==> config.mk <==
export PLATFORM = sky130hd
export DESIGN_NAME = mha_head_scheduler
export DESIGN_NICKNAME = d
export VERILOG_FILES = /design/src/rtl/mha_sched_pkg.sv /design/src/rtl/rr_arbiter.sv /design/src/rtl/mha_head_scheduler.sv
export SDC_FILE = /design/constraint.sdc
export NUM_CORES = 1
export LEC_CHECK = 0
export CAP_MARGIN = 20
export CORE_MARGIN = 2
export CORE_UTILIZATION = 25
export CTS_CLUSTER_SIZE = 8
export DETAILED_ROUTE_END_ITERATION = 8
export PLACE_DENSITY = 0.48
export SYNTH_ARGS = -nofsm -noshare
export SYNTH_HDL_FRONTEND = slang
export SYNTH_SLANG_ARGS = --single-unit
==> constraint.sdc <==
create_clock -name clk -period 3.1 [get_ports clk]
set_clock_uncertainty 0.05 [all_clocks]
set_input_delay 0.62 -clock clk [delete_from_list [all_inputs] [get_ports clk]]
set_output_delay 0.62 -clock clk [all_outputs]
set_load 0.01 [all_outputs]
==> src/rtl/mha_sched_pkg.sv <==
// Shared types and defaults for the multi-head attention scheduler.
// Holds the FSM state enum, default geometry and the width helper used
// to size head tags, tile indices and the accumulate counter.
package mha_sched_pkg;

  localparam int NUM_HEADS_DEF      = 4;
  localparam int TILES_PER_HEAD_DEF = 8;
  localparam int ACC_CYCLES_DEF     = 16;

  typedef enum logic [2:0] {
    ST_IDLE  = 3'd0,
    ST_ARB   = 3'd1,
    ST_CLEAR = 3'd2,
    ST_RUN   = 3'd3,
    ST_WAIT  = 3'd4,
    ST_NEXT  = 3'd5,
    ST_FIN   = 3'd6
  } sched_state_t;

  // Index width for n items, never narrower than one bit.
  function automatic int clog2_min1(input int n);
    return (n > 1) ? $clog2(n) : 1;
  endfunction

  localparam int TAG_W_DEF  = clog2_min1(NUM_HEADS_DEF);
  localparam int TILE_W_DEF = clog2_min1(TILES_PER_HEAD_DEF);

endpackage

==> src/rtl/rr_arbiter.sv <==
// Round-robin arbiter: picks the first requesting index at or after the
// rotating pointer (with wrap). The pointer moves just past the winner
// only when the grant is actually taken, so an idle arbiter keeps its place.
module rr_arbiter #(
  parameter int N     = 4,
  parameter int IDX_W = 2
) (
  input  logic             clk,
  input  logic             rst,
  input  logic [N-1:0]     i_req,
  input  logic             i_accept,
  output logic [IDX_W-1:0] o_grant_idx,
  output logic             o_grant_vld
);

  logic [IDX_W-1:0] r_ptr;

  // Scan offsets from the far end so the smallest offset from r_ptr wins.
  always_comb begin
    o_grant_idx = '0;
    o_grant_vld = 1'b0;
    for (int k = N - 1; k >= 0; k--) begin
      if (i_req[(int'(r_ptr) + k) % N]) begin
        o_grant_idx = IDX_W'((int'(r_ptr) + k) % N);
        o_grant_vld = 1'b1;
      end
    end
  end

  // Advance the pointer to winner+1 (mod N) when the grant is consumed.
  always_ff @(posedge clk) begin
    if (rst) begin
      r_ptr <= '0;
    end else if (i_accept) begin
      r_ptr <= (int'(o_grant_idx) == N - 1) ? '0 : o_grant_idx + 1'b1;
    end
  end

endmodule

==> src/rtl/mha_head_scheduler.sv <==
// Multi-head attention scheduler: time-multiplexes NUM_HEADS heads onto one
// shared Qn*KnT systolic + softmax engine, sequencing clear/accumulate/
// out-valid per tile and reporting per-head and global completion.
// Optional build macro MHA_HEAD_MASK_EN adds the head_mask input; masked
// heads are treated as already complete for the whole pass.
module mha_head_scheduler
  import mha_sched_pkg::*;
#(
  parameter  int NUM_HEADS      = NUM_HEADS_DEF,
  parameter  int TILES_PER_HEAD = TILES_PER_HEAD_DEF,
  parameter  int ACC_CYCLES     = ACC_CYCLES_DEF,
  localparam int TAG_W          = clog2_min1(NUM_HEADS),
  localparam int TILE_W         = clog2_min1(TILES_PER_HEAD)
) (
  input  logic                 clk,
  input  logic                 rst,
  input  logic                 start,
  input  logic [NUM_HEADS-1:0] head_ready,
  output logic [NUM_HEADS-1:0] head_release,
  output logic                 eng_rst,
  output logic                 eng_acc_clr,
  output logic                 eng_enable,
  output logic                 eng_out_valid,
  output logic [TAG_W-1:0]     eng_head_sel,
  output logic [TILE_W-1:0]    eng_tile_idx,
  input  logic                 sm_done,
  output logic                 busy,
  output logic [NUM_HEADS-1:0] head_done,
  output logic                 done
`ifdef MHA_HEAD_MASK_EN
  ,
  input  logic [NUM_HEADS-1:0] head_mask
`endif
);

  localparam int CNT_W = clog2_min1(ACC_CYCLES);

  sched_state_t         r_state;
  logic [NUM_HEADS-1:0] r_head_done;
  logic [NUM_HEADS-1:0] r_release;
  logic [TAG_W-1:0]     r_head_sel;
  logic [TILE_W-1:0]    r_tile;
  logic [CNT_W-1:0]     r_cnt;
  logic                 r_eng_rst;
  logic                 r_acc_clr;
  logic                 r_enable;
  logic                 r_out_valid;
  logic                 r_busy;
  logic                 r_done;

  logic [NUM_HEADS-1:0] w_init_done;
  logic [NUM_HEADS-1:0] w_req;
  logic [NUM_HEADS-1:0] w_sel_onehot;
  logic [TAG_W-1:0]     w_grant_idx;
  logic                 w_grant_vld;
  logic                 w_accept;
  logic                 w_last_tile;

  // Masked heads start the pass already marked complete so they are never
  // requested, granted or released.
`ifdef MHA_HEAD_MASK_EN
  assign w_init_done = ~head_mask;
`else
  assign w_init_done = '0;
`endif

  // A head competes while its buffer is full and it has not finished yet;
  // head_ready of the owning head is irrelevant once granted.
  assign w_req        = head_ready & ~r_head_done;
  assign w_accept     = (r_state == ST_ARB) && w_grant_vld;
  assign w_sel_onehot = NUM_HEADS'(1) << r_head_sel;
  assign w_last_tile  = (r_tile == TILE_W'(TILES_PER_HEAD - 1));

  rr_arbiter #(
    .N     (NUM_HEADS),
    .IDX_W (TAG_W)
  ) u_arb (
    .clk         (clk),
    .rst         (rst),
    .i_req       (w_req),
    .i_accept    (w_accept),
    .o_grant_idx (w_grant_idx),
    .o_grant_vld (w_grant_vld)
  );

  // Scheduler FSM with registered engine controls, pulses and bitmaps.
  always_ff @(posedge clk) begin
    if (rst) begin
      r_state     <= ST_IDLE;
      r_head_done <= '0;
      r_release   <= '0;
      r_head_sel  <= '0;
      r_tile      <= '0;
      r_cnt       <= '0;
      r_eng_rst   <= 1'b0;
      r_acc_clr   <= 1'b0;
      r_enable    <= 1'b0;
      r_out_valid <= 1'b0;
      r_busy      <= 1'b0;
      r_done      <= 1'b0;
    end else begin
      r_out_valid <= 1'b0;
      r_release   <= '0;
      r_done      <= 1'b0;
      case (r_state)
        ST_IDLE: begin
          if (start) begin
            r_state     <= ST_ARB;
            r_busy      <= 1'b1;
            r_head_done <= w_init_done;
          end
        end
        ST_ARB: begin
          if (w_grant_vld) begin
            r_head_sel <= w_grant_idx;
            r_tile     <= '0;
            r_eng_rst  <= 1'b1;
            r_acc_clr  <= 1'b1;
            r_state    <= ST_CLEAR;
          end else if (&r_head_done) begin
            r_done  <= 1'b1;
            r_state <= ST_FIN;
          end
        end
        ST_CLEAR: begin
          r_eng_rst <= 1'b0;
          r_acc_clr <= 1'b0;
          r_enable  <= 1'b1;
          r_cnt     <= CNT_W'(ACC_CYCLES - 1);
          r_state   <= ST_RUN;
        end
        ST_RUN: begin
          if (r_cnt == '0) begin
            r_enable    <= 1'b0;
            r_out_valid <= 1'b1;
            r_state     <= ST_WAIT;
          end else begin
            r_cnt <= r_cnt - 1'b1;
          end
        end
        ST_WAIT: begin
          if (sm_done) begin
            r_state <= ST_NEXT;
            if (w_last_tile) begin
              r_head_done <= r_head_done | w_sel_onehot;
              r_release   <= w_sel_onehot;
            end
          end
        end
        ST_NEXT: begin
          if (!w_last_tile) begin
            r_tile    <= r_tile + 1'b1;
            r_eng_rst <= 1'b1;
            r_acc_clr <= 1'b1;
            r_state   <= ST_CLEAR;
          end else begin
            r_state <= ST_ARB;
          end
        end
        ST_FIN: begin
          r_busy  <= 1'b0;
          r_state <= ST_IDLE;
        end
        default: r_state <= ST_IDLE;
      endcase
    end
  end

  assign head_release  = r_release;
  assign eng_rst       = r_eng_rst;
  assign eng_acc_clr   = r_acc_clr;
  assign eng_enable    = r_enable;
  assign eng_out_valid = r_out_valid;
  assign eng_head_sel  = r_head_sel;
  assign eng_tile_idx  = r_tile;
  assign busy          = r_busy;
  assign head_done     = r_head_done;
  assign done          = r_done;

endmodule

## Word-level counts from Yosys, hierarchy flattened

Cells that the tools add are included.
W data, S select, Z words.

| storage, ports and cells | value |
|---|---|
| flip-flop bits (word level) | 27 |
| bits in latches | 0 |
| bits in writable memories | 0 |
| bits in read-only memories | 0 |
| logic and storage cells | 118 |
| memories | 0 |

| cells by class | value |
|---|---|
| $add $sub $neg | 6 |
| multipliers | 0 |
| div/mod/pow operators | 0 |
| magnitude comparators | 4 |
| equal/unequal tests | 16 |
| shift operators | 1 |
| multiplexer cells | 45 |
| bitwise gates (word level) | 11 |
| reduce and logical (&&, ||, !) cells | 23 |

Operators with widths:

| operator | number |
|---|---|
| $mux W3 | 7 |
| $pmux W3 S6 | 1 |
| $mux W1 | 17 |
| $mux W4 | 4 |
| $pmux W4 S2 | 2 |
| $ne A2 B2 Y1 const B | 7 |
| $eq A3 B3 Y1 const B | 4 |
| $lt A3 B4 Y1 const B | 3 |
| $mux W2 | 6 |
| $reduce_and A4 Y1 | 3 |
| $bmux W1 S2 | 4 |
| $reduce_and A2 Y1 | 4 |
| $reduce_bool A2 Y1 | 4 |
| $reduce_or A2 Y1 | 4 |
| $eq A3 B2 Y1 const B | 2 |
| $pmux W3 S2 | 1 |
| $reduce_and A3 Y1 | 2 |
| $not A1 Y1 | 5 |
| $add A2 B1 Y2 const B | 2 |
| $add A2 B2 Y2 const B | 2 |
| $and A4 B4 Y4 | 1 |
| $logic_not A4 Y1 | 1 |
| $not A4 Y4 | 1 |
| $or A4 B4 Y4 | 1 |
| 15 further kinds | 18 |

## Longest topological paths before layout

Gate-level depths: netlist of the first run.

| depth | value |
|---|---|
| word-level depth | 12 |
| depth in mapped cells | 7 |

## By module

A second synthesis of the first run with hierarchy kept.

| second synthesis, totals | value |
|---|---|
| cell total of the unflattened synthesis | 153 |
| area total of the unflattened synthesis | 1345.0 um^2 |

By module, submodules not included:

| module | instances | cells each | area an instance (um^2) |
|---|---|---|---|
| mha_head_scheduler | 1 | 131 | 1179.9 |
| rr_arbiter | 1 | 22 | 165.2 |

## Worst setup path after synthesis of the first run

Ideal clock, no wire load.

| timing | value |
|---|---|
| path kind | reg2reg |
| from | register r_cnt[0] |
| to | register r_cnt[3] |
| library setup time | 0.071 ns |
| arrival | 1.565 ns |
| required time | 2.979 ns |
| slack | 1.415 ns |
| stages on the path, launching flop included | 8 |
| buffers on the path | 0 |
| period minus slack after synthesis | 1.685 ns |
| cell sequence | dfxtp_1 -> inv_1 -> ha_1 -> or3b_2 -> nand3_2 -> or4_1 -> xor2_1 -> a21oi_1 |

| on the way | value |
|---|---|
| word-level cells in the longest chain between the ends | 3 |
| elaborated cells on any way between the ends | 6 |
| those cells by class | add/sub: 1; eq/ne: 1; mux: 2; reduce/logical: 2 |

Ends and longest elaborated chain:

| what | line | source |
|---|---|---|
| start: declaration | mha_head_scheduler.sv:43 | `logic [CNT_W-1:0] r_cnt;` |
| start signal: assignment | mha_head_scheduler.sv:129 | `r_cnt <= CNT_W'(ACC_CYCLES - 1);` |
| start signal: assignment | mha_head_scheduler.sv:138 | `r_cnt <= r_cnt - 1'b1;` |
| $sub A4 B1 Y4 or $logic_not A4 Y1 (tied branches) | mha_head_scheduler.sv:138, mha_head_scheduler.sv:133 |  |
| $mux W4 or $ne A2 B2 Y1 (tied branches) | - |  |
| $pmux W4 S2 or $reduce_and A2 Y1 (tied branches) | - |  |

Parallel ways exist; a longest one is shown, timed or not. The select of a mux whose other input is x is not followed.
A chain may end at the register's enable or synchronous reset.

## Final worst setup path of the first run

| timing | value |
|---|---|
| from | register r_head_sel[0] (netlist: eng_head_sel[0]) |
| to | output eng_head_sel[0] |

RTL lines:

| what | line | source |
|---|---|---|
| start: declaration | mha_head_scheduler.sv:41 | `logic [TAG_W-1:0] r_head_sel;` |
| start signal: assignment | mha_head_scheduler.sv:115 | `r_head_sel <= w_grant_idx;` |
| end: declaration | mha_head_scheduler.sv:24 | `output logic [TAG_W-1:0] eng_head_sel,` |

No word-level cell between the ends.

==> out/summary.txt, run 1 <==
total of max-cap violations = 0
Clock Sinks = 27
ys flop type = dfxtp_1
io pins = 27
Final HPWL DP = 2180 um
Crit Path Category = flip-flop to primary output
clock-pin slew on the worst setup and hold paths = 0.09 ns
vias post-DR = 1099
delay of the slowest critical-path stage = 0.60 ns
H-Tree Depth = 1
RSZ-0062 raised after global routing = false
Hold Vio Cnt, Final = 0
Total Negative Setup Slacks = 0 ns
slowest stage cell, crit path = clkdlybuf4s50_1
DIE AREA = 5660 um2
total gr overflow = 0
Max IR drop VDD = 0.000189 V
CP Data Required Time = 2.43 ns
Crit Path Max Fanout = 7
initial core utilization = 26.3%
endpoints failing setup = 0
Synth async-reset ratio = 0%
antenna fix cells = 0
Die X = 75.2 um
Final GP Congestion = 0.802
fmax = 497 MHz
FF+latch count, synth = 27
Post-CTS Hold Fix Bufs = 0
Area Overhead vs Synth = 28.6%
vias in the first global route = 1049
fin crit share = 64.8%
drt first pass iters = 4
Post-synth EDFFs = 0
WP depth = 1
Hold Slack = 0.442 ns
Mapped Area = 1270 um2
num rows = 25
Total Routing Usage GR = 11.0%
status = completed
crit path DAT = 1.34 ns
insertion delay to the later sink of the worst-skew pair = 0.28 ns
R2R depth = 7
LEAKAGE = 0.581 nW
CTS tree = yes
final core occ = 33.9%
Synth cell types = 37
initial DRC count = 44
Rel. slew slack = 49.6%
CP bufs+invs = 1
hold crit path type = flip-flop to flip-flop
clk buf depth = 2
wire per inst = 12.4 um
residual DRC count = 0
Num CTS Buffers = 3
critical-path cell list = clkdlybuf4s50_1
Avg Inst Size Synth = 8.63 um2
Slew @ Worst Pin = 0.754 ns
hold path depth = 2
Port Buf Inserts = 26
DRT antenna net count = 0
DR vias/cell = 4.62
post-synthesis cell count = 147
cts repair resizes = 0
synth warn = 0
critical path endpoint category = primary output
initial antenna violation count = 0
syn nets = 158
largest net degree at the start of global routing = 21
sequential area share after synthesis = 42.6%
P per Cell Area = 499 nW/um2
Core Box Area = 4820 um2
clock root buffer = clkbuf_8
share of layout cells above drive strength 1 = 5.85%
fin. max-slew vios = 0
most frequent cells in the layout = dfxtp_1, clkdlybuf4s50_1, nor2_1
most common cell after layout, fill and taps aside = dfxtp_1
Post-CTS Setup Inserts = 0
global-route wire length before repair = 4820 um
startpoint types = flip-flop
nets@finish = 183
Top delay family on crit path = buffers and inverters
die height = 75.2 um
Tmin final = 2.01 ns
final wirelength = 2950 um
==> cell type report <==
cell class,count,area [um2]
Clock inverter,1,7.51
Sequential cell,27,541
Tap cell,67,83.8
Inverter,4,15.0
Fill cell,531,3190
Clock buffer,3,41.3
Timing Repair Buffer,26,260
Multi-Input combinational cell,110,683
==> cells in the mapped netlist, types with 3 or more instances <==
master | number | area share, %
clkbuf_1 | 3 | 0.89
o21ai_0 | 5 | 2.0
inv_1 | 4 | 1.2
dfxtp_1 | 27 | 43
nand3_1 | 4 | 1.6
nor3_1 | 5 | 2.0
o21a_1 | 5 | 3.0
nor2b_1 | 6 | 3.0
nor2_1 | 22 | 6.5
a21oi_1 | 14 | 5.5
ha_1 | 3 | 3.0
nand2b_1 | 7 | 3.5
nand3b_1 | 3 | 1.8
nand2_1 | 7 | 2.1
mux2i_1 | 3 | 2.4
xor2_1 | 3 | 2.1
==> where the power goes <==
part | internal (mW) | total [mW] | switching, mW
combinational | 0.0981 | 0.198 | 0.0999
clock | 0.0913 | 0.206 | 0.115
sequential | 0.375 | 0.410 | 0.0348
total | 0.564 | 0.814 | 0.250
==> logic make-up (layout without fill, tap and decap cells) <==
| kind of cell | count (synthesis) | after routing | share of synthesized area, % |
|---|---|---|---|
| AO/OA/AOI/OAI | 34 | 34 | 18.3 |
| AND/OR/NAND/NOR | 67 | 67 | 28.1 |
| multiplexers | 3 | 3 | 2.37 |
| adder cells (fa/ha/maj) | 3 | 3 | 2.96 |
| XOR/XNOR | 3 | 3 | 2.07 |
| buffers and inverters | 10 | 34 | 3.55 |
| flip-flops | 27 | 27 | 42.6 |
==> per-stage QoR <==
step,cell area (um2),total power [mW],std cells,setup slack (ns)
global route,1630,0.864,238,1.00
floorplan,1270,0.552,147,1.41
finish,1630,0.814,238,1.09
CTS,1630,0.825,238,1.07
global placement,1580,0.611,234,0.896
detailed placement,1580,0.614,234,0.866
==> routing by layer <==
layer  vias to the layer above  part of all wire [%]  GRT usage, %
met4                         0                  0.81          3.90
met1                       504                    49          14.4
li1                        567                     -             -
met3                         4                   5.2          2.28
met5                         -                     0             0
met2                        24                    45          17.9
==> worst paths after layout <==
path                                      from                  endpoint  slack [ns]
setup / recovery  eng_head_sel[0]$_SDFFE_PP0P_           eng_head_sel[0]        1.09
setup reg to reg         r_cnt[0]$_SDFFE_PP0P_     r_cnt[3]$_SDFFE_PP0P_        1.24
hold / removal        eng_acc_clr$_SDFFE_PP0P_  eng_acc_clr$_SDFFE_PP0P_        0.44
hold reg to reg       eng_acc_clr$_SDFFE_PP0P_  eng_acc_clr$_SDFFE_PP0P_        0.44
==> flip-flops by register name, summed over array words and instances (netlist names), 2 cells and up <==
name,flops
head_release,4
eng_head_sel,2
r_state,3
eng_tile_idx,3
u_arb.r_ptr,2
head_done,4
r_cnt,4
(Power assumes the default switching activity.)
==> run 2: changes to the inputs <==
==> constraint.sdc (replaced) <==
create_clock -name clk -period 1.95 [get_ports clk]
set_clock_uncertainty 0.05 [all_clocks]
set_input_delay 0.39 -clock clk [delete_from_list [all_inputs] [get_ports clk]]
set_output_delay 0.39 -clock clk [all_outputs]
set_load 0.01 [all_outputs]
==> run 2 against run 1 <==
Against the previous run: flip-flop and latch count stayed put; clock power is 48% higher; design area is 3.1% higher; worst hold slack worse by 0.0093 ns; clock-buffer cell count is 1 higher; combinational power is 79% higher; sequential power is 56% higher; wire length is 0.91% lower; power is 60% higher; non-clock buffer count is 7 higher; global-route usage is 0.18 points higher; die area stayed put; highest routed layer is now met3.
==> out/summary.txt, run 2 (synthesis results as in run 1) <==
Num CTS Buffers = 3 (unchanged)
clock root buffer = clkbuf_8
Flop pwr share = 49.3% (-1.0 points)
Psw = 380 uW (+52%)
switch share = 29.2% (-1.5 points)
status = completed
residual DRC count = 0 (unchanged)
hold crit path type = flip-flop to flip-flop
FF+latch area = 542 um2 (+0.23%)
Port Buf Inserts = 26 (unchanged)
DIE AREA = 5660 um2 (unchanged)
insertion delay to the later sink of the worst-skew pair = 0.26 ns (-0.02 ns)
final wirelength = 2930 um (-0.91%)
CTS tree = yes
P_int = 920 uW (+63%)
fmax = 552 MHz
Clock Sinks = 27 (unchanged)
fill count = 535 (+0.75%)
Total Routing Usage GR = 11.2% (+0.18 points)
H-Tree Depth = 1 (unchanged)
DRT antenna net count = 0 (unchanged)
initial antenna violation count = 0 (unchanged)
fin. max-slew vios = 0 (unchanged)
antenna fix cells = 0 (unchanged)
Crit Path Max Fanout = 5 (-2)
critical path endpoint category = flip-flop
RSZ-0062 raised after global routing = false
total gr overflow = 0 (unchanged)
LEAKAGE = 0.617 nW (+6.2%)
Core Box Area = 4820 um2 (unchanged)
endpoints failing setup = 0 (unchanged)
initial core utilization = 26.3% (unchanged)
CP Data Required Time = 2.10 ns (-0.33 ns)
Final GP Congestion = 0.847 (+5.7%)
crit path DAT = 1.96 ns (+0.62 ns)
most frequent cells in the layout = dfxtp_1, clkdlybuf4s50_1, nor2_1
Rel. slew slack = 72.8% (+23 points)
Crit Path Category = flip-flop to flip-flop
DR vias/cell = 4.53 (-1.9%)
Hold Slack = 0.433 ns (-0.00929 ns)
logic gate share of total power = 27.2% (+2.9 points)
num rows = 25 (unchanged)
final core occ = 34.9% (+1.0 points)
vias in the first global route = 1087 (+3.6%)
fin crit share = 92.9%
Clk pwr share = 23.5% (-1.9 points)
Post-CTS Setup Inserts = 0 (unchanged)
Hold Vio Cnt, Final = 0 (unchanged)
drt first pass iters = 5 (+1)
Die X = 75.2 um (unchanged)
startpoint types = flip-flop
Tmin final = 1.81 ns
wire per inst = 11.9 um (-3.7%)
footprint of the multi-input gates = 683 um2 (unchanged)
P per Cell Area = 773 nW/um2 (+55%)
largest net degree at the start of global routing = 15 (-29%)
clock-pin slew on the worst setup and hold paths = 0.08 ns (about the same)
Final HPWL DP = 2310 um (+5.7%)
share of layout cells above drive strength 1 = 9.55% (+3.7 points)
Slew @ Worst Pin = 0.405 ns (-0.349 ns)
Area Overhead vs Synth = 32.5%
nets@finish = 190 (+3.8%)
Max IR drop VDD = 0.000493 V (+160%)
global-route wire length before repair = 4960 um (+2.9%)
initial DRC count = 34 (-23%)
die height = 75.2 um (unchanged)
clk buf depth = 2 (unchanged)
vias post-DR = 1110 (+1.0%)
io pins = 27 (unchanged)
total of max-cap violations = 0 (unchanged)
==> run 2: cell type report <==
type	count	share of cell area (%)
multi-input cells	110	40.6
flip-flops and latches	27	32.2
repair buffers	33	18.6
well taps	67	4.99
clock buffers	4	2.68
inverters	4	0.893
==> run 2: final timing paths <==
kind,start,slack (ns),cells past startpoint,end
hold / removal,eng_acc_clr$_SDFFE_PP0P_,0.43,2,eng_acc_clr$_SDFFE_PP0P_
setup / recovery,r_cnt[0]$_SDFFE_PP0P_,0.14,7,r_cnt[3]$_SDFFE_PP0P_
hold reg to reg,eng_acc_clr$_SDFFE_PP0P_,0.43,2,eng_acc_clr$_SDFFE_PP0P_
setup reg to reg,r_cnt[0]$_SDFFE_PP0P_,0.14,7,r_cnt[3]$_SDFFE_PP0P_
==> run 2: power by group through the flow <==
stage,clock [mW],sequential (mW),combinational (mW)
after global placement,0,0.654,0.347
after detailed placement,0,0.655,0.350
after global routing,0.336,0.652,0.394
final,0.305,0.641,0.354
after floorplan,0,0.652,0.225
after CTS,0.320,0.641,0.354
==> run 2: worst max-delay path: stages, from the launching register on <==
cell and delay, ns:
dfxtp_2 0.34, inv_1 0.05, ha_1 0.22, or3b_2 0.23, nand3_2 0.12, or4_1 0.44
xor2_1 0.16, a21oi_1 0.13
==> run 2: stage by stage <==
stage                TNS, ns  std cells  setup slack [ns]  cell area, um2  total power, mW
finish                     0        245             0.139            1680             1.30
global route               0        245            0.0170            1680             1.38
CTS                        0        245             0.105            1680             1.31
detailed placement   -0.0377        241           -0.0377            1640             1.00
global placement    -0.00614        241          -0.00614            1640             1.00
floorplan                  0        147             0.265            1270            0.877
==> run 2: layer usage <==
layer	track usage (%)	routed length, um	share of wire [%]
met3	3.48	174	5.9
met4	1.36	0	0
met5	0	0	0
met2	19.2	1380	47
met1	14.2	1370	47
==> run 2: what timing repair did <==
item	in CTS	in global routing
hold buffers	0	0
resized for setup	0	1
endpoints found under the setup margin	0	1
==> run 3: changes to the inputs <==
--- a/config.mk
+++ b/config.mk
@@ -8,6 +8,7 @@
 export CAP_MARGIN = 20
 export CORE_MARGIN = 2
 export CORE_UTILIZATION = 25
+export CTS_BUF_LIST = sky130_fd_sc_hd__clkbuf_16
 export CTS_CLUSTER_SIZE = 8
 export DETAILED_ROUTE_END_ITERATION = 8
 export PLACE_DENSITY = 0.48
==> run 3 against run 2 <==
Against the previous run: final cell count unchanged; largest cell class unchanged; clock power up 48%; critical path depth did not move; design area is 2.0% higher; highest routed layer unchanged; sequential share of layout area fell by 0.63 points.
==> out/summary.txt, run 3 (synthesis results as in run 1) <==
global-route wire length before repair = 5020 um (+1.1%)
num rows = 25 (unchanged)
Die X = 75.2 um (unchanged)
Num CTS Buffers = 3 (unchanged)
status = completed
Flop pwr share = 44.3% (-5.0 points)
fin crit share = 92.7% (-0.13 points)
Worst Slack Setup Final = 0.142 ns (+0.00253 ns)
Core Box Area = 4820 um2 (unchanged)
slowest stage cell, crit path = or4_1
most frequent cells in the layout = dfxtp_1, clkdlybuf4s50_1, nor2_1
P_int = 1.05 mW (+14%)
Port Buf Inserts = 26 (unchanged)
DIE AREA = 5660 um2 (unchanged)
CP Data Required Time = 2.09 ns (about the same)
share of layout cells above drive strength 1 = 9.55% (unchanged)
critical path endpoint category = flip-flop
wire per inst = 12.1 um (+1.4%)
RSZ-0062 raised after global routing = false
Psw = 398 uW (+4.9%)
Clock Sinks = 27 (unchanged)
Crit Path Category = flip-flop to flip-flop
initial antenna violation count = 0 (unchanged)
Tmin final = 1.81 ns (-0.00253 ns)
drt first pass iters = 4 (-1)
Post-CTS Hold Fix Bufs = 0 (unchanged)
Final GP Congestion = 0.847 (unchanged)
fin. max-slew vios = 0 (unchanged)
Crit Path Max Fanout = 5 (unchanged)
Total Routing Usage GR = 11.3% (+0.17 points)
crit path DAT = 1.95 ns (about the same)
Hold Slack = 0.431 ns (-0.00146 ns)
clock root buffer = clkbuf_16
Max IR drop VDD = 0.000639 V (+30%)
hold path depth = 2 (unchanged)
clock-pin slew on the worst setup and hold paths = 0.06 ns (-0.02 ns)
R2R depth = 7 (unchanged)
total gr overflow = 0 (unchanged)
DR vias/cell = 4.54 (+0.18%)
Reg2Reg Setup Slack = 0.14 ns (about the same)
antenna fix cells = 0 (unchanged)
clk buf depth = 2 (unchanged)
LEAKAGE = 0.636 nW (+3.2%)
Area Overhead vs Synth = 35.2%
P per Cell Area = 844 nW/um2 (+9.2%)
WHS Endpoint = eng_acc_clr$_SDFFE_PP0P_
largest net degree at the start of global routing = 15 (unchanged)
vias in the first global route = 1094 (+0.64%)
min-delay src = eng_acc_clr$_SDFFE_PP0P_
nets@finish = 190 (unchanged)
Clk pwr share = 31.1% (+7.6 points)
insertion delay to the later sink of the worst-skew pair = 0.25 ns (about the same)
Crit Reg-Reg Startpoint = r_cnt[0]$_SDFFE_PP0P_
logic gate share of total power = 24.5% (-2.7 points)
reg2reg end = r_cnt[3]$_SDFFE_PP0P_
Hold Vio Cnt, Final = 0 (unchanged)
endpoints failing setup = 0 (unchanged)
fmax = 553 MHz (+0.14%)
critical-path cell list = inv_1 -> ha_1 -> or3b_2 -> nand3_2 -> or4_1 -> xor2_1 -> a21oi_1
vias post-DR = 1112 (+0.18%)
switch share = 27.5% (-1.7 points)
Rel. slew slack = 72.9% (+0.15 points)
DRT antenna net count = 0 (unchanged)
startpoint types = flip-flop
io pins = 27 (unchanged)
residual DRC count = 0 (unchanged)
delay of the slowest critical-path stage = 0.44 ns (about the same)
Slew @ Worst Pin = 0.403 ns (-0.00222 ns)
post-place setup slack = -0.0377 ns (unchanged)
initial core utilization = 26.3% (unchanged)
Final HPWL DP = 2310 um (unchanged)
CTS tree = yes
die height = 75.2 um (unchanged)
initial DRC count = 40 (+18%)
final wirelength = 2970 um (+1.4%)
total of max-cap violations = 0 (unchanged)
hold crit path type = flip-flop to flip-flop
Crit. Startpoint = r_cnt[0]$_SDFFE_PP0P_
H-Tree Depth = 1 (unchanged)
-- run 3: final cells by class --
type / instances / area (um2)
Multi-Input combinational cell: 110 / 683
Fill cell: 532 / 3100
Tap cell: 67 / 83.8
Clock buffer: 3 / 75.1
Timing Repair Buffer: 33 / 313
Sequential cell: 27 / 542
Clock inverter: 1 / 3.75
Inverter: 4 / 15.0
-- run 3: how the worst max path moves through the flow --
stage,to,slack (ns),cells after the start
after floorplan,r_cnt[3]$_SDFFE_PP0P_,0.26,7
after global placement,u_arb.r_ptr[1]$_SDFFE_PP0P_,-0.006,6
after detailed placement,u_arb.r_ptr[1]$_SDFFE_PP0P_,-0.04,6
after CTS,r_cnt[3]$_SDFFE_PP0P_,0.11,7
after global routing,r_cnt[3]$_SDFFE_PP0P_,0.02,7
final,r_cnt[3]$_SDFFE_PP0P_,0.14,7
-- run 3: power groups by stage --
stage | Combinational [mW] | Sequential [mW] | Clock, mW
floorplan | 0.225 | 0.652 | 0
global placement | 0.347 | 0.654 | 0
detailed placement | 0.350 | 0.655 | 0
CTS | 0.355 | 0.642 | 0.463
global route | 0.395 | 0.652 | 0.483
finish | 0.355 | 0.641 | 0.451
-- run 3: routing by layer --
layer	vias up	global-route usage [%]	share of wire, %
met2	28	19.5	47
met3	0	3.48	6.6
met5	-	0	0
met1	505	14.4	46
li1	579	-	-
met4	0	1.36	0
-- run 3: repair_timing --
item	in CTS	in global routing
gates resized for setup	0	1
endpoints found under the setup margin	0	1
setup buffers	0	0
-- run 3: critical path, delay by kind of cell, from the launching register on --
family / cells / cell delay, ns
AOI/OAI and AO/OA: 1 / 0.13
xor gates and xnor gates: 1 / 0.16
adders and majority gates: 1 / 0.22
buffers and inverters: 1 / 0.05
DFF: 1 / 0.33
and+or+nand+nor: 3 / 0.79
-- run 3: metrics by stage --
| step | cells | instance area (um2) | util [%] | power (mW) | setup TNS, ns |
|---|---|---|---|---|---|
| floorplan | 147 | 1270 | - | 0.877 | 0 |
| global placement | 241 | 1640 | 33.9 | 1.00 | -0.00614 |
| detailed placement | 241 | 1640 | 33.9 | 1.00 | -0.0377 |
| CTS | 245 | 1710 | 35.6 | 1.46 | 0 |
| global route | 245 | 1720 | 35.6 | 1.53 | 0 |
| finish | 245 | 1720 | 35.6 | 1.45 | 0 |
